--- src/rtl/hilo_muldiv_if.sv ---
// Operand, start and result signals between the control unit and the HI/LO
// multiply/divide unit.
interface hilo_muldiv_if;
   logic [31:0] A;
   logic [31:0] B;
   logic        MultCtrl;
   logic        DivCtrl;
   logic [31:0] HI;
   logic [31:0] LO;
   logic        Busy;
   logic        MultDone;
   logic        DivDone;
   logic        DivZero;

   modport master (
      output A, B, MultCtrl, DivCtrl,
      input  HI, LO, Busy, MultDone, DivDone, DivZero
   );

   modport slave (
      input  A, B, MultCtrl, DivCtrl,
      output HI, LO, Busy, MultDone, DivDone, DivZero
   );
endinterface

--- src/rtl/hilo_muldiv.sv ---
// Sequential signed 32x32 multiply / 32/32 divide producing HI and LO.
// A start in IDLE costs 34 cycles to Done; divide by zero is flagged immediately.
module hilo_muldiv (
   input  logic          clk,
   input  logic          reset,
   hilo_muldiv_if.slave  bus
);

   typedef enum logic [1:0] {StIdle, StMult, StDiv, StFinish} state_e;

   state_e      state_q;
   logic [4:0]  count_q;
   logic [63:0] mcand_q;
   logic [31:0] mplier_q;
   logic [63:0] prod_q;
   logic [31:0] divisor_q;
   logic [31:0] quot_q;
   logic [31:0] rem_q;
   logic        is_div_q;
   logic        neg_res_q;
   logic        neg_rem_q;
   logic [31:0] hi_q;
   logic [31:0] lo_q;
   logic        busy_q;
   logic        mult_done_q;
   logic        div_done_q;
   logic        div_zero_q;

   logic [31:0] abs_a;
   logic [31:0] abs_b;
   logic [32:0] rem_shift;
   logic [32:0] rem_diff;

   // Magnitudes wrap modulo 2^32, so 0x80000000 stays 2^31 as an unsigned value.
   always_comb begin
      abs_a     = bus.A[31] ? (~bus.A + 32'd1) : bus.A;
      abs_b     = bus.B[31] ? (~bus.B + 32'd1) : bus.B;
      rem_shift = {rem_q, quot_q[31]};
      rem_diff  = rem_shift - {1'b0, divisor_q};
   end

   always_ff @(posedge clk) begin
      if (reset) begin
         state_q     <= StIdle;
         count_q     <= 5'd0;
         mcand_q     <= 64'd0;
         mplier_q    <= 32'd0;
         prod_q      <= 64'd0;
         divisor_q   <= 32'd0;
         quot_q      <= 32'd0;
         rem_q       <= 32'd0;
         is_div_q    <= 1'b0;
         neg_res_q   <= 1'b0;
         neg_rem_q   <= 1'b0;
         hi_q        <= 32'd0;
         lo_q        <= 32'd0;
         busy_q      <= 1'b0;
         mult_done_q <= 1'b0;
         div_done_q  <= 1'b0;
         div_zero_q  <= 1'b0;
      end else begin
         mult_done_q <= 1'b0;
         div_done_q  <= 1'b0;
         div_zero_q  <= 1'b0;
         unique case (state_q)
            StIdle: begin
               if (bus.MultCtrl) begin
                  mcand_q   <= {32'd0, abs_a};
                  mplier_q  <= abs_b;
                  prod_q    <= 64'd0;
                  neg_res_q <= bus.A[31] ^ bus.B[31];
                  is_div_q  <= 1'b0;
                  count_q   <= 5'd0;
                  busy_q    <= 1'b1;
                  state_q   <= StMult;
               end else if (bus.DivCtrl) begin
                  if (bus.B != 32'd0) begin
                     divisor_q <= abs_b;
                     quot_q    <= abs_a;
                     rem_q     <= 32'd0;
                     neg_res_q <= bus.A[31] ^ bus.B[31];
                     neg_rem_q <= bus.A[31];
                     is_div_q  <= 1'b1;
                     count_q   <= 5'd0;
                     busy_q    <= 1'b1;
                     state_q   <= StDiv;
                  end else begin
                     div_zero_q <= 1'b1;
                  end
               end
            end
            StMult: begin
               if (mplier_q[0]) begin
                  prod_q <= prod_q + mcand_q;
               end
               mcand_q  <= mcand_q << 1;
               mplier_q <= mplier_q >> 1;
               count_q  <= count_q + 5'd1;
               if (count_q == 5'd31) begin
                  state_q <= StFinish;
               end
            end
            StDiv: begin
               // Dividend bits shift out of quot_q as quotient bits shift in.
               if (!rem_diff[32]) begin
                  rem_q  <= rem_diff[31:0];
                  quot_q <= {quot_q[30:0], 1'b1};
               end else begin
                  rem_q  <= rem_shift[31:0];
                  quot_q <= {quot_q[30:0], 1'b0};
               end
               count_q <= count_q + 5'd1;
               if (count_q == 5'd31) begin
                  state_q <= StFinish;
               end
            end
            StFinish: begin
               if (is_div_q) begin
                  lo_q       <= neg_res_q ? (~quot_q + 32'd1) : quot_q;
                  hi_q       <= neg_rem_q ? (~rem_q + 32'd1) : rem_q;
                  div_done_q <= 1'b1;
               end else begin
                  {hi_q, lo_q} <= neg_res_q ? (~prod_q + 64'd1) : prod_q;
                  mult_done_q  <= 1'b1;
               end
               busy_q  <= 1'b0;
               count_q <= 5'd0;
               state_q <= StIdle;
            end
            default: begin
               state_q <= StIdle;
            end
         endcase
      end
   end

   assign bus.HI       = hi_q;
   assign bus.LO       = lo_q;
   assign bus.Busy     = busy_q;
   assign bus.MultDone = mult_done_q;
   assign bus.DivDone  = div_done_q;
   assign bus.DivZero  = div_zero_q;

endmodule

--- src/flat_wrapper.sv ---
// flat-port wrapper written by rule: the top's interface ports become plain ports
module hilo_muldiv_flat 
  (clk, reset, bus_A, bus_B, bus_MultCtrl, bus_DivCtrl, bus_HI, bus_LO, bus_Busy, bus_MultDone, bus_DivDone, bus_DivZero);
  hilo_muldiv_if bus_i ();
  input  logic clk;
  input  logic reset;
  input wire logic [$bits(bus_i.A)-1:0] bus_A;
  input wire logic [$bits(bus_i.B)-1:0] bus_B;
  input wire logic [$bits(bus_i.MultCtrl)-1:0] bus_MultCtrl;
  input wire logic [$bits(bus_i.DivCtrl)-1:0] bus_DivCtrl;
  output wire logic [$bits(bus_i.HI)-1:0] bus_HI;
  output wire logic [$bits(bus_i.LO)-1:0] bus_LO;
  output wire logic [$bits(bus_i.Busy)-1:0] bus_Busy;
  output wire logic [$bits(bus_i.MultDone)-1:0] bus_MultDone;
  output wire logic [$bits(bus_i.DivDone)-1:0] bus_DivDone;
  output wire logic [$bits(bus_i.DivZero)-1:0] bus_DivZero;
  assign bus_i.A = bus_A;
  assign bus_i.B = bus_B;
  assign bus_i.MultCtrl = bus_MultCtrl;
  assign bus_i.DivCtrl = bus_DivCtrl;
  assign bus_HI = bus_i.HI;
  assign bus_LO = bus_i.LO;
  assign bus_Busy = bus_i.Busy;
  assign bus_MultDone = bus_i.MultDone;
  assign bus_DivDone = bus_i.DivDone;
  assign bus_DivZero = bus_i.DivZero;
  hilo_muldiv u_core (.clk(clk), .reset(reset), .bus(bus_i));
endmodule
--- config.mk ---
export PLATFORM = sky130hd
export DESIGN_NAME = hilo_muldiv_flat
export DESIGN_NICKNAME = d
export VERILOG_FILES = /design/src/rtl/hilo_muldiv_if.sv /design/src/rtl/hilo_muldiv.sv /design/src/flat_wrapper.sv
export SDC_FILE = /design/constraint.sdc
export NUM_CORES = 1
export LEC_CHECK = 0
export ABC_CLOCK_PERIOD_IN_PS = 5000
export BUFFER_PORTS_ARGS = -buffer_cell sky130_fd_sc_hd__clkbuf_2
export CORE_ASPECT_RATIO = 0.6
export CORE_MARGIN = 8
export CORE_UTILIZATION = 30
export DETAILED_ROUTE_END_ITERATION = 10
export MAX_ROUTING_LAYER = met4
export PLACE_DENSITY = 0.49
export SLEW_MARGIN = 40
export SYNTH_ARGS = -nofsm -noshare
export SYNTH_HDL_FRONTEND = slang
export SYNTH_SLANG_ARGS = --single-unit
--- constraint.sdc ---
create_clock -name clk -period 5 [get_ports clk]
set_clock_uncertainty 0.2 [all_clocks]
set_input_delay 0.75 -clock clk [delete_from_list [all_inputs] [get_ports clk]]
set_output_delay 0.75 -clock clk [all_outputs]
set_load 0.01 [all_outputs]
==> key figures, run 1 <==
Status
  • Status: finished clean

Global route
  • Initial antenna violation count: 0
  • Total gr overflow: 0
  • Vias in the first global route: 20579
  • Largest net degree at the start of global routing: 97
  • First-pass GRT wire length: 129000 um
  • Tot GR Track Use: 0.189

Setup path
  • Worst path required time: 5.28 ns
  • WP buf/inv: 0
  • Critical path class: reg -> reg
  • Depth of the worst register-to-register path: 10
  • Largest stage delay on the critical path: between 0.7 and 0.8 ns
  • Worst Path Max Fanout: 9
  • Startpoint types: flop
  • CP endpoint kind: flop
  • Crit-path slowest cell: a2111oi_1
  • Data arrival time of the worst path: 4.37 ns
  • Delay-heaviest family, CP: compound AO/OA/AOI/OAI gates
  • Critical path, cell by cell: ha_1, and3_1, a221o_1, a2111oi_1, a211oi_2, a21oi_2, or4_4, a2111oi_0, or4_1, a22oi_1
  • WP depth: 10

Floorplanning
  • I/O Pins: about 140
  • Die area: between 0.08 and 0.09 mm^2
  • Rows: 78
  • Initial Util: 0.303
  • Die width: 373 um
  • Die H: 230 um
  • Core ar.: 0.0756 mm^2

Layout
  • Final nets: 3265
  • Final Cell Area: 0.0259 mm^2
  • Area grow syn2layout: 12.9%
  • # diodes: 0
  • Layout cells sized above 1: 0.0997

Yosys
  • Cells after synthesis: around 3000
  • Ys flop type: dfxtp_1
  • EDFF count, synth: 0
  • Yosys warns: 0
  • Yosys reg bits: 334
  • Yosys cell types: 84
  • Mean Syn Cell Area: between 7 and 8 um^2
  • Syn nets: 3239
  • Seq/Total Area, Yosys: 0.291
  • Synthesized area: 0.0229 mm^2
  • Post-synth ARST share: 0

Pwr
  • Pwr/cell area: 389 mW/mm^2
  • Leak: 9.94 nW
  • IR drop worst, VDD: around 0.28 mV
  • Total power: 10.1 mW

CTS
  • CTS sink cnt: 334
  • Num CTS Buffers: 37
  • Clock buffer depth: 3
  • Post_cts resized: 0
  • Hold-fix buffer count after cts: 0
  • CTS tree: yes
  • Post-CTS setup buffer count: 0
  • Clock-pin slew on the worst setup and hold paths: 0.07 ns
  • Clock root buffer: clkbuf_16
  • Clk_lat worst skew: 0.56 ns
  • H-tree levels: 2

STA
  • FMAX: 0.245 GHz
  • Fin. Hold Viols: 0
  • Slew headroom: 0.447
  • Setup TNS: 0 ns
  • PnR worst setup slack: around 0.92 ns
  • Worst Max-Slew Pin Slew: approximately 0.8 ns
  • Final setup vio count: 0
  • Crit path time final: 4.08 ns
  • Period utilization: 0.817
  • RSZ-0062 raised after global routing: no
  • Count of final max-slew check failures: 0

Place
  • DP Wirelength: 62900 um
  • Placer's final routability congestion estimate: 0.923
  • IO buf count: approximately 140
  • Placed Area: approximately 0.025 mm^2
  • Pre-CTS WS: 0.776 ns

Drt
  • Via-to-Cell Ratio: roughly 5.5
  • Drt wl/cell: 20.1 um
  • Routed Antenna Nets: 0
  • DR vias: 22495
  • Wirelength, routed: between 80000 and 90000 um
  • First drt pass iteration count: 5
  • DRC errors left: 0
  • Initial drt markers: roughly 2000

Job
  • Max-Cap Viols: 0

Worst hold path
  • WHS Path Cells: 2
  • Path category of the worst min-delay check: in -> reg
## sequential cells by signal, summed over array words and instances (netlist names)
name                 flops
u_core.mcand_q          64
u_core.prod_q           64
u_core.bus.HI           32
u_core.bus.LO           32
u_core.divisor_q        32
u_core.mplier_q         32
u_core.quot_q           32
u_core.rem_q            32
u_core.count_q           5
u_core.state_q           2
u_core.bus.Busy          1
u_core.bus.DivDone       1
u_core.bus.DivZero       1
u_core.bus.MultDone      1
u_core.is_div_q          1
u_core.neg_rem_q         1
u_core.neg_res_q         1
## power by group
| part | internal, mW | switching, mW |
|---|---|---|
| logic | 1.23 | 2.52 |
| clock network | 1.68 | 1.26 |
| registers | 2.97 | 0.406 |
## layout by cell type, fill, tap and decap left out, types with 39 or more instances in the layout
cell and instances:
nand3_1 60, a22oi_1 56, o31ai_1 53, nand4_1 57, buf_4 44, clkbuf_16 39
inv_1 89, clkbuf_2 134, ha_1 104, nor3_1 54, xnor2_1 91, nand2_1 475
a211oi_1 58, dfxtp_1 332, o21ai_0 227, nor2_1 227, a21o_1 51, o211ai_1 94
nand2b_1 49, xor2_1 127, a21oi_1 264
## worst reg2reg max path: stages, from the launching register on
cell and delay (ns):
dfxtp_1 0.49, ha_1 0.36, and3_1 0.20, a221o_1 0.38
a2111oi_1 0.72, a211oi_2 0.28, a21oi_2 0.34, or4_4 0.24
a2111oi_0 0.13, or4_1 0.49, a22oi_1 0.18
## cell usage after synthesis (38+ instances only)
| library cell | count | area, um^2 |
|---|---|---|
| inv_1 | 90 | 338 |
| clkbuf_1 | 178 | 668 |
| ha_1 | 106 | 1330 |
| or3_1 | 38 | 238 |
| a21o_1 | 51 | 383 |
| nor2_1 | 230 | 863 |
| xor2_1 | 127 | 1110 |
| dfxtp_1 | 334 | 6690 |
| a22oi_1 | 56 | 420 |
| o21ai_0 | 228 | 1140 |
| nor3_1 | 54 | 270 |
| a211oi_1 | 58 | 435 |
| nand4_1 | 57 | 357 |
| a21oi_1 | 266 | 1330 |
| nand3_1 | 60 | 300 |
| xnor2_1 | 91 | 797 |
| o211ai_1 | 94 | 706 |
| nand2_1 | 475 | 1780 |
| o31ai_1 | 54 | 405 |
| nand2b_1 | 49 | 307 |
## final cells by class
| type | instances | area (um^2) |
|---|---|---|
| clock buffer | 54 | 1090 |
| inverter | 91 | 342 |
| fill | 8075 | 49700 |
| sequential | 334 | 6690 |
| clock inverter | 14 | 156 |
| multi-input combinational | 2441 | 15300 |
| tap | 1000 | 1250 |
| timing repair buffer | 184 | 1090 |
## through the flow
step | hold slack, ns | utilization | cells
2_1_floorplan | 0.232 | - | 3063
3_3_place_gp | 0.240 | 0.325 | 4049
3_5_place_dp | 0.245 | 0.326 | 4050
4_1_cts | 0.221 | 0.342 | 4118
5_1_grt | 0.234 | 0.342 | 4118
6_report | 0.249 | 0.342 | 4118
## final timing paths
kind	to	from	slack [ns]
setup / recovery	u_core.prod_q[63]$_SDFFE_PP0P_	u_core.prod_q[9]$_SDFFE_PP0P_	0.92
hold / removal	u_core.is_div_q$_SDFFE_PP0P_	bus_MultCtrl	0.25
setup reg to reg	u_core.prod_q[63]$_SDFFE_PP0P_	u_core.prod_q[9]$_SDFFE_PP0P_	0.92
hold reg to reg	u_core.mplier_q[30]$_SDFFE_PP0P_	u_core.mplier_q[30]$_SDFFE_PP0P_	0.25
## kinds of logic (layout without fill, tap and decap cells)
kind of cell / Yosys count / count (layout) / synth area share
AO/OA/AOI/OAI: 979 / 979 / 0.273
AND/OR/NAND/NOR: 1099 / 1099 / 0.224
buffers and inverters: 288 / 343 / 0.0477
XOR/XNOR: 218 / 218 / 0.0832
flip-flops: 334 / 334 / 0.291
multiplexers: 37 / 37 / 0.0210
adder cells (fa/ha/maj): 108 / 108 / 0.0595
## routing by layer
| layer | global-route usage | wire (um) |
|---|---|---|
| met1 | 0.291 | 44100 |
| met5 | - | 0 |
| met4 | 0.0262 | 950 |
| met3 | 0.0246 | 4230 |
| met2 | 0.265 | 33400 |
Power figures use the tool's default switching activity.
==> inputs of run 2 (changes only) <==
ABC_AREA = 1   (was default)
ABC_CLOCK_PERIOD_IN_PS = 3550   (was 5000)
PLACE_DENSITY = 0.5   (was 0.49)
clock period = 3.55 ns   (was 5 ns; I/O delays follow)
==> run 2 against run 1 <==
Effect of this change:
- combinational power rose by 130%
- highest routed layer unchanged
- non-clock buffer count down 2
- sequential share of layout area is 4.4 points lower
==> key figures, run 2 <==
Place
  • Placer's final routability congestion estimate: 0.974 (+5.5%)
  • IO buf count: 135 (unchanged)
  • DP Wirelength: 98200 um (+56%)
  • Placed Cells incl. Taps: 6192 (+53%)

Setup path
  • Worst path required time: 3.81 ns (-1.47 ns)
  • Depth of the worst register-to-register path: 11 (+1)
  • WP buf/inv: 5 (+5)
  • Crit-path slowest cell: ha_1
  • WP depth: 11 (+1)
  • R2r endpoint: u_core.divisor_q[0]$_SDFFE_PP0P_
  • Critical path class: reg -> reg
  • Data arrival time of the worst path: 3.31 ns (-1.06 ns)
  • Worst Setup EP: u_core.divisor_q[0]$_SDFFE_PP0P_
  • Largest stage delay on the critical path: 0.37 ns (-0.35 ns)
  • Delay-heaviest family, CP: buffers and inverters
  • Critical path, cell by cell: inv_1, ha_1, inv_1, nor2_1, inv_2, nor2_1, o21ai_4, buf_12, inv_2, o21ai_0, a21oi_1
  • Worst Path Max Fanout: 58 (+49)
  • Startpoint types: flop
  • Beginning of the critical path: u_core.state_q[0]$_SDFFE_PP0P_
  • Reg2Reg Setup Slack: 0.50 ns (-0.42 ns)
  • CP endpoint kind: flop
  • R2R Path Start: u_core.state_q[0]$_SDFFE_PP0P_

Pwr
  • Leak: 15.8 nW (+59%)
  • IR drop worst, VDD: 0.534 mV (+94%)
  • Pwr/cell area: 581 mW/mm^2 (+49%)

Layout
  • Filler cells: 10479 (+30%)
  • Register Area: 0.00669 mm^2 (about the same)
  • Most common cell after layout, fill and taps aside: nand2_1
  • Final nets: 5180 (+59%)
  • Final Non-Filler Cells: 6269 (+52%)
  • Largest regs: u_core.mcand_q x64, u_core.prod_q x64
  • Commonest cells after routing, fill and taps aside: 1519 x nand2_1, 736 x inv_1, 485 x nor2_1, 457 x a21oi_1, 430 x nand3_1
  • Multi-input logic area: 0.0176 mm^2 (+15%)
  • Area grow syn2layout: 12.0%
  • Layout cells sized above 1: 0.0687 (-0.0310)

CTS
  • Clock root buffer: clkbuf_16
  • Clock buffer depth: 3 (unchanged)
  • Post-CTS setup buffer count: 0 (unchanged)
  • CTS sink cnt: 334 (unchanged)
  • Clk_lat worst skew: 0.61 ns (+0.05 ns)
  • Post_cts resized: 0 (unchanged)
  • Num CTS Buffers: 41 (+11%)
  • Clock-pin slew on the worst setup and hold paths: 0.06 ns (about the same)
  • Hold-fix buffer count after cts: 1 (+1)
  • H-tree levels: 2 (unchanged)
  • CTS tree: yes

Floorplanning
  • I/O Pins: 136 (unchanged)
  • Core ar.: 0.0919 mm^2 (+21%)
  • Die area: 0.103 mm^2 (+20%)
  • Die H: 252 um (+9.5%)
  • Initial Util: 0.303 (-0.000325)
  • Die width: 409 um (+9.7%)
  • Rows: 86 (+10%)

Yosys
  • Top-count cell post-synth: nand2_1
  • Yosys reg bits: 334 (unchanged)
  • Synth top area cells: dfxtp_1 24%, nand2_1 20%, inv_1 9.9%, a21oi_1 8.2%, nand3_1 7.7%
  • Ys flop type: dfxtp_1
  • Cells after synthesis: 4952 (+62%)
  • Synthesized area: 0.0278 mm^2 (+21%)
  • Mean Syn Cell Area: 5.62 um^2 (-25%)
  • Yosys warns: 0 (unchanged)
  • Yosys cell types: 53 (-37%)
  • Syn nets: 5128 (+58%)
  • Post-synth top area share: 0.240 (-0.0513)
  • Post-synth ARST share: 0 (unchanged)
  • EDFF count, synth: 0 (unchanged)
  • Seq/Total Area, Yosys: 0.240 (-0.0513)
  • Area leader, netlist: dfxtp_1
  • Commonest cells in the netlist: 1519 x nand2_1, 738 x inv_1, 486 x nor2_1

Global route
  • Largest net degree at the start of global routing: 88 (-9.3%)
  • First-pass GRT wire length: 181000 um (+41%)
  • Vias in the first global route: 27664 (+34%)
  • Tot GR Track Use: 0.232 (+0.0427)
  • Initial antenna violation count: 1 (+1)
  • Total gr overflow: 0 (unchanged)

STA
  • Final setup vio count: 0 (unchanged)
  • Period utilization: 0.859 (+0.0421)
  • FMAX: 0.328 GHz (+34%)
  • Setup TNS: 0 ns (unchanged)
  • Count of final max-slew check failures: 0 (unchanged)
  • Slew headroom: 0.404 (-0.0431)
  • Crit path time final: 3.05 ns (-1.03 ns)
  • RSZ-0062 raised after global routing: no
  • Worst Max-Slew Pin Slew: 0.884 ns (+0.0628 ns)
  • Fin. Hold Viols: 0 (unchanged)

Drt
  • Wirelength, routed: 123000 um (+49%)
  • Drt wl/cell: 19.6 um (-2.3%)
  • Routed Antenna Nets: 0 (unchanged)
  • First drt pass iteration count: 6 (+1)
  • DRC errors left: 0 (unchanged)
  • DR vias: 31977 (+42%)
  • Initial drt markers: 3889 (+93%)
  • Via-to-Cell Ratio: 5.10 (-6.6%)

Worst hold path
  • Path category of the worst min-delay check: in -> reg

Job
  • Max-Cap Viols: 0 (unchanged)

Status
  • Status: finished clean
==> run 2: cell count changes after synthesis, moves of 58 or more <==
cell      before   now
o211ai_1      94    23
clkbuf_1     178   114
xnor2_1       91    23
xor2_1       127    32
nand3_1       60   430
a21oi_1      266   457
o21ai_0      228   307
a211oi_1      58     0
inv_1         90   738
nand2_1      475  1519
nor2_1       230   486
==> run 2: area by class of cell <==
cell class,instances,share of cell area
multi-input combinational,3690,0.564
antenna,2,0.000160
clock buffer,52,0.0355
tap,1232,0.0494
inverter,755,0.0910
timing repair buffer,182,0.0373
sequential,334,0.214
clock inverter,22,0.00814
==> run 2: worst reg2reg max path, cell delays in order (launching register included) <==
cell and delay [ns]:
dfxtp_1 0.35, inv_1 0.12, ha_1 0.37, inv_1 0.13, nor2_1 0.21, inv_2 0.06
nor2_1 0.24, o21ai_4 0.11, buf_12 0.20, inv_2 0.29, o21ai_0 0.27, a21oi_1 0.37
==> run 2: cell families after synthesis <==
kind of cell             share of synthesized area
AO/OA/AOI/OAI                                0.162
XOR/XNOR                                    0.0173
adder cells (fa/ha/maj)                     0.0491
buffers and inverters                        0.129
flip-flops                                   0.240
AND/OR/NAND/NOR                              0.402
==> run 2: power breakdown <==
group | total, mW | switching (mW) | internal (mW)
clock network | 4.42 | 1.90 | 2.52
registers | 5.20 | 0.769 | 4.43
logic | 8.49 | 6.14 | 2.35
total | 18.1 | 8.81 | 9.30
==> run 2: per-layer routing <==
| metal | track usage | vias to the layer above | share of wire |
|---|---|---|---|
| li1 | - | 15924 | - |
| met1 | 0.378 | 14623 | 0.54 |
| met2 | 0.273 | 1328 | 0.34 |
| met3 | 0.0602 | 102 | 0.10 |
| met4 | 0.0385 | 0 | 0.017 |
| met5 | - | - | 0 |
==> run 2: worst min-delay path by stage <==
stage	from	end	slack, ns	depth (start not counted)
2_1_floorplan	u_core.divisor_q[16]$_SDFFE_PP0P_	u_core.divisor_q[16]$_SDFFE_PP0P_	0.23	2
3_3_place_gp	u_core.mplier_q[16]$_SDFFE_PP0P_	u_core.mplier_q[16]$_SDFFE_PP0P_	0.25	2
3_5_place_dp	u_core.mplier_q[28]$_SDFFE_PP0P_	u_core.mplier_q[28]$_SDFFE_PP0P_	0.26	2
4_1_cts	bus_B[0]	u_core.mplier_q[0]$_SDFFE_PP0P_	0.06	3
5_1_grt	bus_B[0]	u_core.mplier_q[0]$_SDFFE_PP0P_	0.09	3
6_report	bus_B[0]	u_core.mplier_q[0]$_SDFFE_PP0P_	0.1	3
==> run 2: through the flow <==
stage          utilization  hold WS (ns)  power (mW)  setup WS [ns]  cell area [um^2]
2_1_floorplan            -         0.233        10.5           1.17             27800
3_3_place_gp         0.324         0.255        13.5         0.0536             29800
3_5_place_dp         0.324         0.257        13.5          0.188             29800
4_1_cts              0.339        0.0623        18.0          0.576             31200
5_1_grt              0.339        0.0857        19.3          0.208             31200
6_report             0.339        0.0958        18.1          0.500             31200
